File: src/rtl/rocketcpu_param_smoother.sv
// rocketcpu_param_smoother: time-multiplexed one-pole smoother for CPU audio parameters
// Define PARAM_SMOOTH_SNAP_EN to add i_snap, which loads targets directly during a sweep.
module rocketcpu_param_smoother #(
  parameter int CHANNELS = 4,
  parameter int WIDTH = 16,
  parameter int SHIFT = 4
) (
  input  logic                      i_wb_clk,
  input  logic                      i_rst_n,
  input  logic                      i_sample_tick,
  input  logic [CHANNELS*WIDTH-1:0] i_target,
  input  logic                      i_overrun_clr,
`ifdef PARAM_SMOOTH_SNAP_EN
  input  logic                      i_snap,
`endif
  output logic [CHANNELS*WIDTH-1:0] o_value,
  output logic [CHANNELS-1:0]       o_settled,
  output logic                      o_busy,
  output logic                      o_sweep_done,
  output logic                      o_overrun
);
  localparam int IW = CHANNELS > 1 ? $clog2(CHANNELS) : 1;
  typedef enum logic {IDLE, SWEEP} state_t;
  state_t state;
  logic [IW-1:0] idx;
  logic signed [WIDTH-1:0] val [CHANNELS];
  logic signed [WIDTH-1:0] cur, tgt, nxt;
  logic signed [WIDTH:0] diff, step_raw, step;
  logic snap;
`ifdef PARAM_SMOOTH_SNAP_EN
  assign snap = i_snap;
`else
  assign snap = 1'b0;
`endif
  // diff is one bit wider so full-scale swings cannot wrap; the +1 floor makes positive approach exact
  always_comb begin
    cur = val[idx];
    tgt = i_target[idx*WIDTH +: WIDTH];
    diff = {tgt[WIDTH-1], tgt} - {cur[WIDTH-1], cur};
    step_raw = diff >>> SHIFT;
    step = (step_raw == '0 && diff > 0) ? (WIDTH+1)'(1) : step_raw;
    nxt = snap ? tgt : WIDTH'(cur + step);
  end
  always_ff @(posedge i_wb_clk) begin
    if (!i_rst_n) begin
      state <= IDLE;
      idx <= '0;
      o_busy <= 1'b0;
      o_sweep_done <= 1'b0;
      o_overrun <= 1'b0;
      o_settled <= '0;
      for (int i = 0; i < CHANNELS; i++) val[i] <= '0;
    end else begin
      o_sweep_done <= 1'b0;
      if (i_sample_tick && state == SWEEP) o_overrun <= 1'b1;
      else if (i_overrun_clr) o_overrun <= 1'b0;
      if (state == IDLE) begin
        if (i_sample_tick) begin
          state <= SWEEP;
          idx <= '0;
          o_busy <= 1'b1;
        end
      end else begin
        val[idx] <= nxt;
        o_settled[idx] <= nxt == tgt;
        if (idx == IW'(CHANNELS-1)) begin
          state <= IDLE;
          idx <= '0;
          o_busy <= 1'b0;
          o_sweep_done <= 1'b1;
        end else begin
          idx <= idx + IW'(1);
        end
      end
    end
  end
  for (genvar k = 0; k < CHANNELS; k++) begin : g_out
    assign o_value[k*WIDTH +: WIDTH] = val[k];
  end
endmodule

File: config.mk
export PLATFORM = sky130hd
export DESIGN_NAME = rocketcpu_param_smoother
export DESIGN_NICKNAME = d
export VERILOG_FILES = /design/src/rtl/rocketcpu_param_smoother.sv
export SDC_FILE = /design/constraint.sdc
export NUM_CORES = 1
export LEC_CHECK = 0
export ABC_AREA = 1
export BUFFER_PORTS_ARGS = -buffer_cell sky130_fd_sc_hd__buf_2
export CAP_MARGIN = 20
export CORE_UTILIZATION = 50
export DETAILED_ROUTE_END_ITERATION = 6
export PLACE_DENSITY = 0.73
export SYNTH_ARGS = -nofsm -noshare
export SYNTH_HDL_FRONTEND = slang
export SYNTH_SLANG_ARGS = --single-unit
File: constraint.sdc
create_clock -name i_wb_clk -period 6.35 [get_ports i_wb_clk]
set_clock_uncertainty 0.1 [all_clocks]
set_input_delay 0.635 -clock i_wb_clk [delete_from_list [all_inputs] [get_ports i_wb_clk]]
set_output_delay 0.635 -clock i_wb_clk [all_outputs]
set_load 0.02 [all_outputs]
==> results.sh <==
export IMPL_ys_ff_latch=76
export IMPL_final_layout_size_suffix_gt1_frac=0.185
export IMPL_synth_async_reset_ratio=0
export IMPL_min_to="o_overrun"
export IMPL_grt_max_degree=38
export IMPL_post_cts_buffers=0
export IMPL_die_x_um=111
export IMPL_max_freq_ghz=0.177
export IMPL_portBuffers=138
export IMPL_final_cell_area_mm2=0.00698
export IMPL_postCtsHoldBufs=0
export IMPL_synth_top_cell_area_share=0.325
export IMPL_max_cap_viol_count=0
export IMPL_finalCriticalPeriod_ns=5.64
export IMPL_cp_slowest_cell="inv_1"
export IMPL_rsz0062_at_grt="false"
export IMPL_vias=6061
export IMPL_syn_to_final_growth_pct=17.9
export IMPL_path_common_cell="nand2_1"
export IMPL_yosys_top_cells_area="edfxtp_1, nand2_1, ha_1"
export IMPL_dieHeight_um=111
export IMPL_cts_resized=0
export IMPL_antenna_found_initial=0
export IMPL_hpwlAfterDp_um=13700
export IMPL_p_leak_nw=3.59
export IMPL_wirelength_um=17400
export IMPL_cts_num_sinks=76
export IMPL_worstHoldPathType="flip-flop to flip-flop"
export IMPL_critPathKind="flip-flop to flip-flop"
export IMPL_synth_ff_type="edfxtp_1"
export IMPL_synth_enable_flop_cells=64
export IMPL_initial_utilization=0.516
export IMPL_syn_num_nets=937
export IMPL_setup_slack_ns=0.707
export IMPL_startpoint_type="flip-flop"
export IMPL_fin_nets=1065
export IMPL_cts_tree="yes"
export IMPL_stdcell_count=1108
export IMPL_status="completed"
export IMPL_utilization=0.609
export IMPL_ios=139
export IMPL_coreArea_mm2=0.0115
export IMPL_fp_row_count=39
export IMPL_dpl_cell_count=1092
export IMPL_slew_viol_final=0
export IMPL_grt_use_total=0.280
export IMPL_clkLatencyLatePin_ns=0.33
export IMPL_drtIter0Drc=546
export IMPL_cp_end_kind="flip-flop"
export IMPL_synth_largest_area_cell="edfxtp_1"
export IMPL_avgRoutedWirePerCell_um=15.7
export IMPL_total_power_mw=2.86
export IMPL_synthDistinctLibCells=38
export IMPL_cts_buffers=9
export IMPL_yosysWarnings=0
export IMPL_ir_drop_mv=0.214
export IMPL_worstHoldStart="o_overrun"
export IMPL_synthTopCellsByCount="nand2_1, nor2_1, inv_1, edfxtp_1, nand3_1"
export IMPL_setup_viol=0
export IMPL_reg2reg_depth=34
export IMPL_netlist_area_mm2=0.00592
export IMPL_cp_data_arrival_time_ns=5.81
export IMPL_clkSlewWorstSetupHoldPaths_ns=0.06
export IMPL_rrSetupSlack_ns=0.71
export IMPL_ys_seq_area_frac=0.365
export IMPL_drtAntennaViolNets=0
export IMPL_htree_levels=3
export IMPL_timing_rr_end="o_settled[2]"
export IMPL_worst_pin_slew_ns=0.906
export IMPL_path_max_fanout=31
export IMPL_max_slew_margin_rel=0.395
export IMPL_grt_pass1_vias=5243
export IMPL_synth_most_common_cell="nand2_1"
export IMPL_die_area_mm2=0.0123
export IMPL_clock_root_buffer="clkbuf_16"
export IMPL_cts_max_path_buffers=2
export IMPL_whs_ns=0.358
export IMPL_gr_total_overflow=0
export IMPL_cpPeakStageDelay_ns=0.65
export IMPL_synth_cells=832
export IMPL_powerDensity_mw_per_mm2=410
export IMPL_grt_pass1_wl_um=26900
export IMPL_placed_cell_area_mm2=0.00669
export IMPL_avgSynthCellArea_um2=7.11
export IMPL_viasPerCell=5.47
export IMPL_drc=0
export IMPL_hold_viol=0
export IMPL_diodes=0
export IMPL_required_ns=6.51
export IMPL_first_pass_iters=5
export IMPL_holdPathStages=2
export IMPL_finalCritPeriodShare=0.889
export IMPL_place_worst_setup_slack_ns=0.789
export IMPL_setup_tns_ns=0
export IMPL_place_congestion=0.952
## layout make-up
type                    count  area, um2
multi-input cells         628       3230
flip-flops and latches     76       2160
inverters                 102        385
well taps                 143        179
fillers                  1077       4490
repair buffers            143        728
clock inverters             6       65.1
clock buffers              10        229
## cells by family (layout without fill, tap and decap cells)
| kind of cell | after synthesis | after routing | share of synthesized area |
|---|---|---|---|
| buf+inv | 128 | 261 | 0.0896 |
| flops | 76 | 76 | 0.365 |
| simple gates | 469 | 469 | 0.328 |
| compound gates | 108 | 108 | 0.112 |
| fa+ha+maj | 37 | 37 | 0.0807 |
| xor+xnor | 14 | 14 | 0.0243 |
## critical path, delay by kind of cell (launching register included)
kind,cells,cell delay (ns)
flops,1,0.30
compound gates,3,0.69
fa+ha+maj,3,0.98
buf+inv,4,0.91
simple gates,24,2.57
## power breakdown
group / internal, mW / switching, mW / total (mW)
combinational: 0.555 / 1.17 / 1.72
clock: 0.304 / 0.198 / 0.502
sequential: 0.607 / 0.0306 / 0.637
total: 1.47 / 1.40 / 2.86
## cell usage in the layout (no fill, tap or decap), drive strengths merged, types with 4 or more instances in the layout
cell type / netlist / layout
o22ai: 4 / 4
dfxtp: 12 / 12
a21oi: 54 / 54
o21ai: 23 / 23
nand4: 9 / 9
nor3: 7 / 7
a32oi: 20 / 20
buf: 11 / 143
nand3: 64 / 64
edfxtp: 64 / 64
inv: 102 / 102
nand2: 261 / 261
nand3b: 8 / 8
xor2: 9 / 9
and2: 4 / 4
nor2: 115 / 115
clkbuf: 15 / 10
ha: 35 / 35
clkinv: 0 / 4
xnor2: 4 / 4
## registers in the layout, indices dropped and copies added, names as in the netlist, named ones only
| signal | flops |
|---|---|
| o_overrun | 1 |
| idx | 2 |
| val | 64 |
| o_sweep_done | 1 |
| o_busy | 1 |
| state | 1 |
| o_settled | 4 |
## per-layer routing
metal  part of all wire  GRT usage  up-vias
met5                  0          0        -
met4              0.021     0.0827        0
met3              0.079     0.0525       31
met2               0.47      0.459      277
met1               0.43      0.376     2748
li1                   -          -     3005
## how the worst max path moves through the flow
| stage | start | endpoint | slack [ns] | cells past startpoint |
|---|---|---|---|---|
| finish | flip-flop | o_settled[2] | 0.71 | 34 |
| global route | flip-flop | o_settled[2] | 0.02 | 34 |
| CTS | flip-flop | o_settled[2] | 0.73 | 34 |
| detailed placement | flip-flop | o_settled[1] | 0.79 | 34 |
| global placement | flip-flop | o_settled[1] | 0.87 | 34 |
| floorplan | flip-flop | o_settled[0] | 1.64 | 38 |
Power figures use the tool's default switching activity.
